## config.mk

```make
export PLATFORM = sky130hd
export DESIGN_NAME = uart_rx_deframer
export DESIGN_NICKNAME = d
export VERILOG_FILES = /design/src/rtl/uart_deframer_pkg.sv /design/src/rtl/uart_deframer_buf.sv /design/src/rtl/uart_rx_deframer.sv
export SDC_FILE = /design/constraint.sdc
export NUM_CORES = 1
export LEC_CHECK = 0
export ABC_CLOCK_PERIOD_IN_PS = 3700
export CELL_PAD_IN_SITES_DETAIL_PLACEMENT = 1
export CELL_PAD_IN_SITES_GLOBAL_PLACEMENT = 1
export CORE_MARGIN = 2
export CORE_UTILIZATION = 43
export DETAILED_ROUTE_END_ITERATION = 16
export HOLD_SLACK_MARGIN = 0.06
export MAX_ROUTING_LAYER = met4
export PLACE_DENSITY = 0.66
export SETUP_SLACK_MARGIN = 0.3
export SLEW_MARGIN = 20
export SYNTH_ARGS = -nofsm -noshare
export SYNTH_HDL_FRONTEND = slang
export SYNTH_SLANG_ARGS = --single-unit
export TNS_END_PERCENT = 20
```

## constraint.sdc

```tcl
create_clock -name CLK -period 3.7 [get_ports CLK]
set_input_delay 0.74 -clock CLK [delete_from_list [all_inputs] [get_ports CLK]]
set_output_delay 0.74 -clock CLK [all_outputs]
set_load 0.01 [all_outputs]
```

## src/rtl/uart_deframer_pkg.sv

```systemverilog
// Shared types and constants for the UART receive deframer.
// Optional inter-byte timeout is enabled by defining UART_DEFRAMER_TIMEOUT_EN.
package uart_deframer_pkg;

    typedef enum logic [2:0] {
        ST_HUNT,
        ST_LEN,
        ST_PAYLOAD,
        ST_CSUM,
        ST_DRAIN
    } state_t;

    localparam logic [2:0] ERR_NONE    = 3'b000;
    localparam logic [2:0] ERR_LEN     = 3'b001;
    localparam logic [2:0] ERR_LINE    = 3'b010;
    localparam logic [2:0] ERR_CSUM    = 3'b011;
    localparam logic [2:0] ERR_TIMEOUT = 3'b100;

    // RXRDY from the UART core is registered, so it lags a read by two cycles.
    localparam int HOLDOFF_CYCLES = 2;

    function automatic int addr_width(input int depth);
        return (depth > 1) ? $clog2(depth) : 1;
    endfunction

endpackage

```

## src/rtl/uart_deframer_buf.sv

```systemverilog
// Payload store for the deframer: one write port, one registered read port, no reset.
module uart_deframer_buf #(
    parameter int DEPTH = 32,
    parameter int AW    = 5
) (
    input  logic          CLK,
    input  logic          wr_en,
    input  logic [AW-1:0] wr_addr,
    input  logic [7:0]    wr_data,
    input  logic [AW-1:0] rd_addr,
    output logic [7:0]    rd_data
);

    logic [7:0] mem_reg [DEPTH];

    always_ff @(posedge CLK) begin
        if (wr_en) begin
            mem_reg[wr_addr] <= wr_data;
        end
        rd_data <= mem_reg[rd_addr];
    end

endmodule

```

## src/rtl/uart_rx_deframer.sv

```systemverilog
// Pulls bytes from a UART core, checks SOF/length/checksum frames and streams the payload.
// Define UART_DEFRAMER_TIMEOUT_EN to abort frames that stall for TIMEOUT_CYCLES.
module uart_rx_deframer
    import uart_deframer_pkg::*;
#(
    parameter logic [7:0] SOF_BYTE       = 8'h7E,
    parameter int         MAX_LEN        = 32,
    parameter int         TIMEOUT_CYCLES = 65535
) (
    input  logic       CLK,
    input  logic       RESET,
    input  logic       RXRDY,
    input  logic [7:0] DATA_OUT,
    input  logic       PARITY_ERR,
    input  logic       FRAMING_ERR,
    output logic       CSN,
    output logic       OEN,
    output logic       M_VALID,
    input  logic       M_READY,
    output logic [7:0] M_DATA,
    output logic       M_LAST,
    output logic       FRAME_OK,
    output logic       FRAME_ERR,
    output logic [2:0] ERR_CODE
);

    localparam int AW = addr_width(MAX_LEN);

    state_t        state_reg;
    logic          strobe_reg;
    logic [1:0]    holdoff_reg;
    logic [7:0]    len_reg;
    logic [7:0]    idx_reg;
    logic [7:0]    sum_reg;
    logic [7:0]    out_idx_reg;
    logic          m_valid_reg;
    logic          m_last_reg;
    logic          frame_ok_reg;
    logic          frame_err_reg;
    logic [2:0]    err_code_reg;

    logic          rd_go;
    logic          line_ok;
    logic          drain_fire;
    logic          buf_we;
    logic [AW-1:0] rd_addr_next;
    logic [7:0]    buf_rd_data;

`ifdef UART_DEFRAMER_TIMEOUT_EN
    localparam int TW = $clog2(TIMEOUT_CYCLES + 1);
    logic [TW-1:0] to_cnt_reg;
`endif

    always_comb begin
        rd_go = 1'b0;
        if (state_reg != ST_DRAIN) begin
            rd_go = RXRDY && (holdoff_reg == 2'd0) && !strobe_reg;
        end
        line_ok    = !(PARITY_ERR || FRAMING_ERR);
        drain_fire = (state_reg == ST_DRAIN) && m_valid_reg && M_READY;
        buf_we     = strobe_reg && (state_reg == ST_PAYLOAD) && line_ok;
        // Look one byte ahead on a handshake so the next byte is ready with no bubble.
        rd_addr_next = (drain_fire && !m_last_reg) ? out_idx_reg[AW-1:0] + AW'(1)
                                                   : out_idx_reg[AW-1:0];
    end

    always_ff @(posedge CLK) begin
        if (RESET) begin
            state_reg     <= ST_HUNT;
            strobe_reg    <= 1'b0;
            holdoff_reg   <= 2'd0;
            len_reg       <= 8'h00;
            idx_reg       <= 8'h00;
            sum_reg       <= 8'h00;
            out_idx_reg   <= 8'h00;
            m_valid_reg   <= 1'b0;
            m_last_reg    <= 1'b0;
            frame_ok_reg  <= 1'b0;
            frame_err_reg <= 1'b0;
            err_code_reg  <= ERR_NONE;
`ifdef UART_DEFRAMER_TIMEOUT_EN
            to_cnt_reg    <= '0;
`endif
        end else begin
            frame_ok_reg  <= 1'b0;
            frame_err_reg <= 1'b0;
            err_code_reg  <= ERR_NONE;
            strobe_reg    <= rd_go;

            if (strobe_reg) begin
                holdoff_reg <= 2'(HOLDOFF_CYCLES);
            end else if (holdoff_reg != 2'd0) begin
                holdoff_reg <= holdoff_reg - 2'd1;
            end

`ifdef UART_DEFRAMER_TIMEOUT_EN
            if (strobe_reg || state_reg == ST_HUNT || state_reg == ST_DRAIN) begin
                to_cnt_reg <= '0;
            end else if (to_cnt_reg == TW'(TIMEOUT_CYCLES - 1)) begin
                to_cnt_reg    <= '0;
                frame_err_reg <= 1'b1;
                err_code_reg  <= ERR_TIMEOUT;
                state_reg     <= ST_HUNT;
            end else begin
                to_cnt_reg <= to_cnt_reg + 1'b1;
            end
`endif

            case (state_reg)
                ST_HUNT: begin
                    if (strobe_reg && line_ok && DATA_OUT == SOF_BYTE) begin
                        state_reg <= ST_LEN;
                    end
                end
                ST_LEN: begin
                    if (strobe_reg) begin
                        if (!line_ok) begin
                            frame_err_reg <= 1'b1;
                            err_code_reg  <= ERR_LINE;
                            state_reg     <= ST_HUNT;
                        end else if (DATA_OUT != 8'h00 && DATA_OUT <= 8'(MAX_LEN)) begin
                            len_reg   <= DATA_OUT;
                            sum_reg   <= DATA_OUT;
                            idx_reg   <= 8'h00;
                            state_reg <= ST_PAYLOAD;
                        end else begin
                            frame_err_reg <= 1'b1;
                            err_code_reg  <= ERR_LEN;
                            state_reg     <= ST_HUNT;
                        end
                    end
                end
                ST_PAYLOAD: begin
                    if (strobe_reg) begin
                        if (!line_ok) begin
                            frame_err_reg <= 1'b1;
                            err_code_reg  <= ERR_LINE;
                            state_reg     <= ST_HUNT;
                        end else begin
                            sum_reg <= sum_reg + DATA_OUT;
                            idx_reg <= idx_reg + 8'd1;
                            if (idx_reg == len_reg - 8'd1) begin
                                state_reg <= ST_CSUM;
                            end
                        end
                    end
                end
                ST_CSUM: begin
                    if (strobe_reg) begin
                        if (!line_ok) begin
                            frame_err_reg <= 1'b1;
                            err_code_reg  <= ERR_LINE;
                            state_reg     <= ST_HUNT;
                        end else if (DATA_OUT == sum_reg) begin
                            frame_ok_reg <= 1'b1;
                            out_idx_reg  <= 8'h00;
                            state_reg    <= ST_DRAIN;
                        end else begin
                            frame_err_reg <= 1'b1;
                            err_code_reg  <= ERR_CSUM;
                            state_reg     <= ST_HUNT;
                        end
                    end
                end
                ST_DRAIN: begin
                    if (!m_valid_reg) begin
                        m_valid_reg <= 1'b1;
                        m_last_reg  <= (len_reg == 8'd1);
                    end else if (M_READY) begin
                        if (m_last_reg) begin
                            m_valid_reg <= 1'b0;
                            m_last_reg  <= 1'b0;
                            state_reg   <= ST_HUNT;
                        end else begin
                            out_idx_reg <= out_idx_reg + 8'd1;
                            m_last_reg  <= (out_idx_reg + 8'd2 == len_reg);
                        end
                    end
                end
                default: state_reg <= ST_HUNT;
            endcase
        end
    end

    uart_deframer_buf #(
        .DEPTH (MAX_LEN),
        .AW    (AW)
    ) u_buf (
        .CLK     (CLK),
        .wr_en   (buf_we),
        .wr_addr (idx_reg[AW-1:0]),
        .wr_data (DATA_OUT),
        .rd_addr (rd_addr_next),
        .rd_data (buf_rd_data)
    );

    assign CSN       = ~strobe_reg;
    assign OEN       = ~strobe_reg;
    assign M_VALID   = m_valid_reg;
    assign M_LAST    = m_last_reg;
    assign M_DATA    = m_valid_reg ? buf_rd_data : 8'h00;
    assign FRAME_OK  = frame_ok_reg;
    assign FRAME_ERR = frame_err_reg;
    assign ERR_CODE  = err_code_reg;

endmodule

```

Word-level counts from Yosys, hierarchy flattened
Memory sizes are Yosys's and may differ from the RTL's. A register that Yosys moved wholly into a read port is not among the register bits.
Cells that the tools add are included.
Widths: inputs -> output; s select.
{"block": "totals", "out_inout_bits": 17, "elab_cells": 144, "inputBits": 14, "n_memories": 1, "regBits": 45, "mem_bits_rw": 256}
{"memory": "u_buf.mem_reg", "words": 32, "word_bits": 8, "read_ports": 1, "rd_clocked_by_memory_dff": 1, "write_ports": 1, "line_no": "uart_deframer_buf.sv:14", "text": "logic [7:0] mem_reg [DEPTH];"}
{"block": "classes", "n_eq_ne": 25, "n_addsub": 7, "bitwise": 4, "order_cmp": 1, "reduce_logical": 29, "mux": 64}
{"op": "$mux 8", "count": 17}
{"op": "$pmux 8 s2", "count": 3}
{"op": "$mux 3", "count": 11}
{"op": "$ne 2x2->1 const B", "count": 14}
{"op": "$eq 8x8->1", "count": 3}
{"op": "$mux 2", "count": 11}
{"op": "$mux 1", "count": 18}
{"op": "$add 8x1->8 const B", "count": 2}
{"op": "$pmux 3 s5", "count": 1}
{"op": "$logic_and 1x1->1", "count": 10}
{"op": "$add 8x2->8 const B", "count": 1}
{"op": "$add 8x8->8", "count": 1}
{"op": "$eq 8x1->1 const B", "count": 1}
{"op": "$eq 8x7->1 const B", "count": 1}
{"op": "$le 8x6->1 const B", "count": 1}
{"op": "$reduce_and 8->1", "count": 1}
{"op": "$reduce_bool 2->1", "count": 4}
{"op": "$reduce_bool 8->1", "count": 1}
{"op": "$sub 8x1->8 const B", "count": 1}
{"op": "$reduce_and 7->1", "count": 1}
{"op": "$eq 3x2->1 const B", "count": 2}
{"op": "$pmux 2 s3", "count": 1}
{"op": "$reduce_and 6->1", "count": 1}
{"op": "$add 5x1->5 const B", "count": 1}
{"op": "16 further kinds", "count": 22}

Logic depth before layout (Yosys ltp)
Gate-level depths: netlist of run 1.
{"block": "depth", "ltp_word": 6, "ltp_mapped": 12, "depth_no_buf": 10}

Hierarchy
A second synthesis of run 1 with hierarchy kept.
{"block": "unflattened", "hier_cells": 789, "area_unflattened_um2": 12971.2}
{"module": "uart_deframer_buf", "area_each_um2": 10053.4, "cells_per_inst": 417, "seq_area_each_um2": 7847.5, "instances": 1}
{"module": "uart_rx_deframer", "area_each_um2": 2917.8, "cells_per_inst": 372, "seq_area_each_um2": 880.8, "instances": 1}

Worst setup path after synthesis of run 1
No wires, ideal clock.
{"block": "synth_path", "kind": "input-to-reg", "startpoint": "input port DATA_OUT[1]", "endpoint": "register idx_reg[7]", "cell_stages": 7, "setup_time_ns": 0.059, "setup_slack_ns": 0.670, "arrival_time_ns": 2.971, "path_buffers": 0, "required_ns": 3.641, "path_cell_list": "or4_4 -> o21a_1 -> nor4_4 -> a21oi_2 -> or4_4 -> or4_1 -> nand2_1"}
{"block": "synth_between", "elab_chain_len": 4, "elab_cells_between_ends": 5, "cone_classes": "1 x order compare; 1 x eq/ne; 3 x reduce/logical"}
{"element": "start, declared", "line_no": "uart_rx_deframer.sv:13", "text": "input logic [7:0] DATA_OUT,"}
{"element": "$le 8x6->1 / $reduce_bool 8->1 (equally long branches)", "line_no": "uart_rx_deframer.sv:121", "text": "end else if (DATA_OUT != 8'h00 && DATA_OUT <= 8'(MAX_LEN)) begin"}
{"element": "$logic_and 1x1->1 (*)", "line_no": "uart_rx_deframer.sv:121"}
{"element": "$ne 2x2->1 (no source line) (*)"}
{"element": "$reduce_and 6->1 (no source line) (*)"}
{"element": "end signal, assigned", "line_no": "uart_rx_deframer.sv:141", "text": "idx_reg <= idx_reg + 8'd1;"}
{"element": "end, declared", "line_no": "uart_rx_deframer.sv:33", "text": "logic [7:0] idx_reg;"}
Every way passes the cells marked *; elsewhere a longest branch is shown, timed or not.
A chain may end at the register's enable or synchronous reset.

Worst setup path in the final report of run 1
{"block": "layout_path", "startpoint": "input port DATA_OUT[1]", "endpoint": "register sum_reg[7]"}
{"block": "layout_between", "elab_chain_len": 4, "elab_cells_between_ends": 9, "cone_classes": "1 x add/sub; 1 x order compare; 1 x eq/ne; 3 x mux; 3 x reduce/logical"}
{"element": "$add 8x8->8 (tied with other cells)", "line_no": "uart_rx_deframer.sv:140", "text": "sum_reg <= sum_reg + DATA_OUT;"}
{"element": "$mux 8 / $logic_and 1x1->1 (equally long branches)", "line_no": "uart_rx_deframer.sv:135, uart_rx_deframer.sv:121"}
{"element": "$mux 8 / $ne 2x2->1 (equally long branches)"}
{"element": "$pmux 8 s2 / $reduce_and 6->1 (equally long branches)"}
{"element": "end signal, assigned", "line_no": "uart_rx_deframer.sv:140"}
{"element": "end, declared", "line_no": "uart_rx_deframer.sv:34", "text": "logic [7:0] sum_reg;"}
Parallel ways exist; a longest one is shown, timed or not. The select of a mux whose other input is x is not followed.

==> results of run 1 <==
==> area by class of cell <==
| cell class | count | area share (%) |
|---|---|---|
| tap | 402 | 3.076 |
| sequential | 308 | 53.37 |
| clock inverter | 18 | 0.7345 |
| clock buffer | 43 | 5.601 |
| timing repair buffer | 127 | 7.215 |
| multi-input combinational | 783 | 29.59 |
| inverter | 18 | 0.4132 |
==> cells in the mapped netlist (all sizes together) (4+ instances only) <==
master | instances | area [sq um]
a21oi | 19 | 98.85
buf | 13 | 68.81
xnor2 | 23 | 201.4
xor2 | 16 | 140.1
o22ai | 254 | 1589
nor2 | 90 | 337.8
a211oi | 9 | 72.57
ha | 15 | 187.7
edfxtp | 256 | 7687
a21o | 4 | 30.03
a22o | 15 | 131.4
inv | 18 | 67.56
nand3 | 19 | 95.09
nand4 | 8 | 50.05
nor3 | 140 | 700.7
o21ai | 10 | 50.05
nand2 | 30 | 112.6
nand2b | 4 | 25.02
nor4 | 39 | 259.0
clkbuf | 79 | 296.5
or3 | 5 | 31.28
and3 | 7 | 43.79
o211ai | 4 | 30.03
mux2i | 12 | 120.1
and2 | 11 | 68.82
dfxtp | 52 | 1041
==> layout by cell type (no fill, tap or decap), types with 29 or more instances in the layout <==
cell / count
edfxtp_1: 256
o22ai_1: 254
nor3_1: 140
nor2_1: 90
buf_4: 85
dfxtp_1: 52
nor4_1: 38
clkbuf_16: 35
nand2_1: 30
clkdlybuf4s50_1: 29
==> per-layer routing <==
metal / vias up / track usage [%]
met2: 354 / 44.95
met5: - / -
met1: 5578 / 33.89
met4: 0 / 8.992
met3: 81 / 3.043
li1: 4940 / -
==> logic make-up (layout without fill, tap and decap cells) <==
family | Yosys count | after routing | share of synthesized area, %
fa+ha+maj | 16 | 16 | 1.489
flops | 308 | 308 | 62.55
simple gates | 376 | 376 | 13.73
compound gates | 338 | 338 | 15.71
other cells | 1 | 1 | 0.02688
xor+xnor | 39 | 39 | 2.448
buf+inv | 110 | 206 | 3.102
mux | 13 | 13 | 0.9416
==> worst max path at each step <==
stage	from	to	slack (ns)	depth (start not counted)
final	DATA_OUT[1]	sum_reg[7]$_SDFFE_PP0P_	0.48	10
after detailed placement	DATA_OUT[1]	sum_reg[7]$_SDFFE_PP0P_	-0.08	10
after CTS	DATA_OUT[1]	sum_reg[7]$_SDFFE_PP0P_	0.40	10
after floorplan	DATA_OUT[1]	idx_reg[7]$_SDFFE_PP0P_	0.67	7
after global routing	DATA_OUT[1]	sum_reg[7]$_SDFFE_PP0P_	0.34	10
after global placement	DATA_OUT[1]	sum_reg[7]$_SDFFE_PP0P_	0.05	10
==> per-stage QoR <==
| stage | TNS, ns | utilization (%) |
|---|---|---|
| 2_1_floorplan | 0 | - |
| 5_1_grt | 0 | 51.56 |
| 3_5_place_dp | -0.07987 | 48.26 |
| 3_3_place_gp | 0 | 48.26 |
| 4_1_cts | 0 | 51.53 |
| 6_report | 0 | 51.56 |
==> power breakdown <==
group	switching (mW)	internal, mW	total (mW)
clock network	1.36	1.83	3.19
registers	0.00250	3.75	3.75
logic	0.0927	0.0370	0.130
total	1.46	5.62	7.08
==> what timing repair did <==
item	4_1_cts	5_1_grt
buffers inserted	0	0
endpoints found under the setup margin	0	1
gates resized for setup	0	3
==> critical path: cells and delay by family <==
kind	cells	cell delay, ns
compound gates	6	1.56
fa+ha+maj	1	0.31
buf+inv	2	0.83
simple gates	1	0.17
==> results.toml, run 1 <==
[timing]
slew_headroom_pct = 63.39
clock_skew_ns = 0.01565
period_share_pct = 87.08
slew_viol_final = 0
max_freq_mhz = 310.4
setup_slack_ns = 0.4782
period_minus_slack_ns = 3.222
tightest_slew_ns = 0.5441
hold_viol = 0
setup_viol = 0
holdWs_ns = 0.4905
rsz0062_at_grt = "no"

[cts]
insertion_delay_ns = 0.51
cts_hold_buf = 0
clk_path_buf_depth = 3
cts.sinks = 308
htreeDepth = 2
clk_pin_slew_ns = 0.05
numCtsBuffers = 35
cts_root_buffer = "clkbuf_16"
cts_tree = "done"

[setup_path]
r2r_end = "u_buf.rd_data[4]$_DFF_P_"
path_cells = "clkdlybuf4s50_1, buf_6, ha_1, a21o_1, a21oi_1, o21ai_0, a2111oi_0, nor3_1, o2111a_1, a311o_1"
cp_max_fo = 36
worstReg2RegStart = "state_reg[2]$_SDFFE_PP0P_"
cp-start-kind = "primary input"
rr_worst_depth = 9
cp_data_arrival_time_ns = 3.61
ff2ff_setup_slack_ns = 0.50
cp_slowest_cell = "clkdlybuf4s50_1"
end_kind = "register"
worstPathRequired_ns = 4.09
slowest_delay_ns = 0.53
crit_type = "primary input to register"

[routing]
route.met2.wl_um = 21380
drc = 0
viasPerCell = 6.447
wl_met3_um = 2377
drt-initial-drc-count = 992
ant_nets = 0
wl_met1_um = 18540
wl_per_cell_um = 25.61
dr.pass1.iters = 5
wl_um = 43510
vias = 10953
topRoutingLayerUsed = "met4"

[run_status]
outcome = "finished, final reports clean"

[global_route]
antenna_found_initial = 0
grt_pass1_wl_um = 66520
overflow = 0
grt_max_degree = 88
grt_pass1_vias = 11352
grt_use_total_pct = 26.75

[pwr]
totalPowerFinal_mw = 7.077
ir_drop_v = 0.0003707
p_leak_nw = 5.368
powerDensity_nw_per_um2 = 432.8

[floorplan]
dieArea_sq_um = 33910
io_pins = 31
die_y_um = 184.1
coreArea_sq_um = 31720
initial_core_util_pct = 43.99
num_rows = 65
die_w_um = 184.1

[min_path]
hold_class = "register to register"
min_to = "sum_reg[1]$_SDFFE_PP0P_"
min_path_cells = 2
hold_start = "sum_reg[1]$_SDFFE_PP0P_"

[synth]
synth_seq_area_share_pct = 62.55
avgSynthCellArea_sq_um = 11.62
yosys_warnings = 0
synth_cell_types = 62
synth_seq_cells = 308
ys_async_sr_fraction_pct = 0
synth_edf_count = 256
synth_ff_type = "edfxtp_1"
syn_inst = 1201
syn_area_sq_um = 13950
synth_fp_nets = 1231

[final_layout]
instances_no_fill = 1699
diodes = 0
drive_above_1_share_pct = 12.80
nets = 1303
seq_area_sq_um = 8728
fillers = 3305
multi_input_comb_area_sq_um = 4838
postLayoutCellArea_sq_um = 16350
syn_to_final_growth_pct = 17.20
largest_reg_flops = 256

[flow_run]
drv_cap = 0

[place]
dp_hpwl_um = 26960
place.gp.congestion = 0.7846
pre_cts_ws_ns = -0.07987
port-buffer-count = 29
dpl_cell_area_sq_um = 15310
place_inst = 1638
Power figures use the tool's default switching activity.
==> run 2, diff against run 1 <==
ABC_CLOCK_PERIOD_IN_PS = 2700   (was 3700)
PLACE_DENSITY = default   (was 0.66)
PLACE_DENSITY_LB_ADDON = 0.1   (was default)
clock period = 2.7 ns   (was 3.7 ns; I/O delays follow)
==> results.toml, run 2 (synthesis gave the netlist of run 1 again) <==
[run_status]
outcome = "finished, final reports clean"

[routing]
wl_per_cell_um = 26.01
drc = 0
viasPerCell = 6.350
wl_um = 47310
drt-initial-drc-count = 853
ant_nets = 0
dr.pass1.iters = 6
vias = 11550

[final_layout]
most-common-layout-cells = "256 x edfxtp_1, 249 x o22ai_1, 174 x buf_4"
nets = 1420
drive_above_1_share_pct = 22.30
syn_to_final_growth_pct = 27.91
final_common_cell = "edfxtp_1"
largest_reg_flops = 256
fillers = 3272
diodes = 0

[floorplan]
io_pins = 31
num_rows = 65
die_w_um = 184.1
initial_core_util_pct = 43.99
coreArea_sq_um = 31720
die_y_um = 184.1
dieArea_sq_um = 33910

[setup_path]
cp_data_arrival_time_ns = 3.07
cp_max_fo = 9
crit_type = "register to register"
worstPathRequired_ns = 3.12
end_kind = "register"
cp-start-kind = "register"

[place]
pre_cts_ws_ns = -0.4653
place.gp.congestion = 0.8173
dp_hpwl_um = 30060
port-buffer-count = 29

[global_route]
grt_pass1_vias = 11922
overflow = 0
grt_use_total_pct = 28.25
grt_pass1_wl_um = 70190
antenna_found_initial = 0
grt_max_degree = 42

[timing]
max_freq_mhz = 377.3
setup_tns_ns = 0
setup_viol = 0
slew_headroom_pct = 65.92
hold_viol = 0
setup_slack_ns = 0.04978
period_share_pct = 98.16
period_minus_slack_ns = 2.650
slew_viol_final = 0
rsz0062_at_grt = "yes"
clock_skew_ns = 0.02186
tightest_slew_ns = 0.5111

[cts]
insertion_delay_ns = 0.53
cts_root_buffer = "clkbuf_16"
numCtsBuffers = 36
clk_path_buf_depth = 3
htreeDepth = 2
cts_tree = "done"
cts.sinks = 308
clk_pin_slew_ns = 0.06

[pwr]
sw_frac_of_total_pct = 20.55
seqPwrFrac_pct = 51.2
p_int_mw = 7.978
netSwitchingPower_mw = 2.063
ir_drop_v = 0.0006096
power_frac_clock_pct = 46.7
p_leak_nw = 6.092
p_comb_share_pct = 2.1
powerDensity_nw_per_um2 = 562.5

[min_path]
hold_class = "register to register"

[flow_run]
drv_cap = 0
==> run 2: layout make-up <==
type                    instances  area [sq um]  area share [%]
flip-flops and latches        308          8731           48.92
multi-input cells             783          5090           28.52
repair buffers                243          2335           13.08
clock buffers                  49         949.7           5.321
well taps                     402         503.0           2.818
clock inverters                16         172.7          0.9674
inverters                      18         67.56          0.3785
==> run 2: through the flow <==
step                hold WS (ns)  instance area [sq um]  power (mW)  cells  utilization, %
floorplan                 0.4460                  14000       5.291   1201               -
global placement          0.4547                  16260       5.437   1737           51.26
detailed placement        0.4888                  16260       5.443   1737           51.26
CTS                       0.4985                  17490       10.10   1806           55.14
global route              0.5243                  17850       10.31   1819           56.27
finish                    0.4940                  17850       10.04   1819           56.27
==> run 2: power groups by stage <==
stage,combinational (mW),sequential [mW],clock [mW]
detailed placement,0.201,5.24,0
global route,0.224,5.14,4.94
finish,0.211,5.14,4.69
floorplan,0.0479,5.24,0
global placement,0.195,5.24,0
CTS,0.202,5.14,4.75
==> run 2: worst max-delay path, stage by stage, from the launching register on <==
cell and delay (ns):
dfxtp_2 0.33, or3b_4 0.42, or3_4 0.47, buf_12 0.18, buf_6 0.16, o22ai_2 0.14
nor3_1 0.06, nor4_1 0.37, buf_4 0.21, a22o_1 0.16, nor2_1 0.06
==> run 2: worst paths after layout <==
check | start | to | slack (ns) | cells past startpoint
setup / recovery | state_reg[2]$_SDFFE_PP0P_ | u_buf.rd_data[7]$_DFF_P_ | 0.05 | 10
hold reg to reg | sum_reg[1]$_SDFFE_PP0P_ | sum_reg[1]$_SDFFE_PP0P_ | 0.49 | 2
setup reg to reg | state_reg[2]$_SDFFE_PP0P_ | u_buf.rd_data[7]$_DFF_P_ | 0.05 | 10
hold / removal | sum_reg[1]$_SDFFE_PP0P_ | sum_reg[1]$_SDFFE_PP0P_ | 0.49 | 2
==> run 2: layer usage <==
layer  vias up  share of wire [%]  track usage [%]
met3       103                5.0            3.221
met2       386                 50            48.56
met5         -                  0                -
met4         0                3.1            8.448
li1       5172                  -                -
met1      5889                 42            35.28
==> run 2: timing repair <==
item | in CTS | in global routing
buffers inserted | 4 | 9
gates resized for setup | 22 | 30
pin swaps | 13 | 14
gates cloned | 0 | 4
endpoints found under the setup margin | 33 | 39
hold buffers | 0 | 0
==> run 3, diff against run 2 <==
CTS_BUF_LIST = sky130_fd_sc_hd__clkbuf_4 sky130_fd_sc_hd__clkbuf_8   (was default)
SYNTH_HIERARCHICAL = 1   (was default)
==> results.toml, run 3 <==
[setup_path]
cp_data_arrival_time_ns = 3.29
crit_type = "primary input to register"
crit_top_cell = "buf_12"
crit_family = "multiplexers"
critPathBufInv = 4
crit_path_start = "M_READY"
cp_max_fo = 6
cp_slowest_cell = "mux4_2"
worstPathRequired_ns = 3.17
path_cells = "clkdlybuf4s50_1, nand4_1, xnor2_2, buf_12, buf_12, buf_12, mux4_2, mux4_2, mux2_4"
slowest_delay_ns = 0.54
worstReg2RegStart = "M_VALID$_SDFFE_PP0P_"
end_kind = "register"
cp-start-kind = "primary input"

[cts]
htreeDepth = 2
insertion_delay_ns = 0.59
clk_path_buf_depth = 3
cts_root_buffer = "clkbuf_8"
cts.sinks = 308
cts_tree = "done"
numCtsBuffers = 52
clk_pin_slew_ns = 0.06
cts_hold_buf = 0

[pwr]
p_leak_nw = 5.461
powerDensity_nw_per_um2 = 585.6
totalPowerFinal_mw = 9.414
ir_drop_v = 0.0002986

[final_layout]
syn_to_final_growth_pct = 23.92
nets = 979
drive_above_1_share_pct = 34.44
largest_reg_flops = 256
final_util_pct = 54.23
instances_no_fill = 1384
final_common_cell = "edfxtp_1"
most-common-layout-cells = "256 x edfxtp_1, 86 x buf_4, 80 x mux4_2"

[global_route]
grt_use_total_pct = 22.99
grt_max_degree = 38
antenna_found_initial = 0
grt_pass1_vias = 8431
overflow = 0
grt_pass1_wl_um = 51700

[routing]
wl_um = 34270
wl_per_cell_um = 24.76
vias = 7728
dr.pass1.iters = 5
drc = 0
ant_nets = 0
viasPerCell = 5.584
drt-initial-drc-count = 548

[floorplan]
num_rows = 63
die_w_um = 177.7
initial_core_util_pct = 43.76
dieArea_sq_um = 31570
coreArea_sq_um = 29640
die_y_um = 177.7
io_pins = 31

[timing]
slew_viol_final = 0
max_freq_mhz = 354.0
period_share_pct = 104.6
hold_viol = 0
slew_headroom_pct = 64.01
rsz0062_at_grt = "yes"
tightest_slew_ns = 0.5382
clock_skew_ns = 0.03012
setup_tns_ns = -0.6420
setup_viol = 8
setup_slack_ns = -0.1251
holdWs_ns = 0.4951
period_minus_slack_ns = 2.825

[synth]
synthTopCellsByArea = "edfxtp_1 59%, mux4_2 14%, dfxtp_1 8.0%"
synth_cell_types = 62
ys_async_sr_fraction_pct = 0
synth_ff_type = "edfxtp_1"
avgSynthCellArea_sq_um = 16.44
synth_top_cell_area_share_pct = 59.26
syn_inst = 789
yosysMostFrequentCell = "edfxtp_1"
synth_fp_nets = 816
synth_seq_area_share_pct = 67.29
synth_seq_cells = 308
yosys_warnings = 6
synthTopCellsByCount = "256 x edfxtp_1, 80 x mux4_2, 74 x nor2_1"
synth_edf_count = 256
syn_area_sq_um = 12970
yosysTopAreaCell = "edfxtp_1"

[min_path]
hold_class = "register to register"
hold_start = "holdoff_reg[1]$_SDFFE_PP0P_"

[flow_run]
drv_cap = 0

[place]
dp_hpwl_um = 22510
place_inst = 1271
place.gp.congestion = 0.8282
port-buffer-count = 29

[run_status]
outcome = "finished, violations left"
violations = "setup timing"
run 3: cell types whose count changed in the layout (fill, tap and decap cells not counted), sizes merged, moves of 10 or more:
| cell | change |
|---|---|
| clkinv | +10 |
| a22o | -15 |
| nor4 | -35 |
| clkbuf | +23 |
| a21oi | +12 |
| nor3 | -130 |
| nor2 | -16 |
| o22ai | -251 |
| mux4 | +80 |
| buf | -95 |
run 3: worst register-to-register path, cell delays in order, from the launching register on:
cell and delay, ns:
dfxtp_2 0.33, nor2b_4 0.15, nand4_1 0.17, xnor2_2 0.25
buf_12 0.16, buf_12 0.15, buf_12 0.14, mux4_2 0.54
mux4_2 0.53, mux2_4 0.29
run 3: kinds of logic after synthesis:
group	after synthesis	synth area share [%]
flops	308	67.29
buf+inv	57	2.219
compound gates	75	3.820
other cells	1	0.02891
fa+ha+maj	13	1.312
xor+xnor	35	2.363
mux	95	15.13
simple gates	205	7.833
run 3: path summary, 6_finish.rpt:
path / slack, ns / end / cells past startpoint
worst max register to register: -0.13 / u_buf/rd_data[7]$_DFF_P_ / 9
worst max-delay path: -0.13 / u_buf/rd_data[7]$_DFF_P_ / 9
worst min-delay path: 0.50 / holdoff_reg[0]$_SDFFE_PP0P_ / 1
worst min register to register: 0.50 / holdoff_reg[0]$_SDFFE_PP0P_ / 1
run 3: metal layers:
layer	global-route usage (%)	routed length, um
met1	29.25	14430
met2	37.52	17360
met3	4.370	1655
met4	7.206	826
met5	-	0
run 3: what timing repair did:
action,4_1_cts,5_1_grt
buffers inserted,3,8
cloned,2,4
resized for setup,13,53
setup endpoints to repair,28,72
pin swaps,4,8
run 3: where the power goes:
part	internal [mW]	switching (mW)
logic	0.0645	0.133
registers	5.14	0.00119
clock network	2.21	1.87
total	7.41	2.00
run 3: final cells by class:
type                    count  area, sq um
inverters                  16        63.81
clock buffers              72        878.3
multi-input cells         425         4158
well taps                 390        488.0
flip-flops and latches    308         8735
fillers                  2841        13560
repair buffers            149         1610
diodes                      1        2.502
clock inverters            23        138.9
run 3: through the flow:
stage | cell area, sq um | setup slack (ns)
floorplan | 13200 | -0.06533
global placement | 14560 | -0.6842
detailed placement | 14560 | -0.6928
CTS | 15710 | -0.08238
global route | 16070 | -0.1991
finish | 16070 | -0.1251
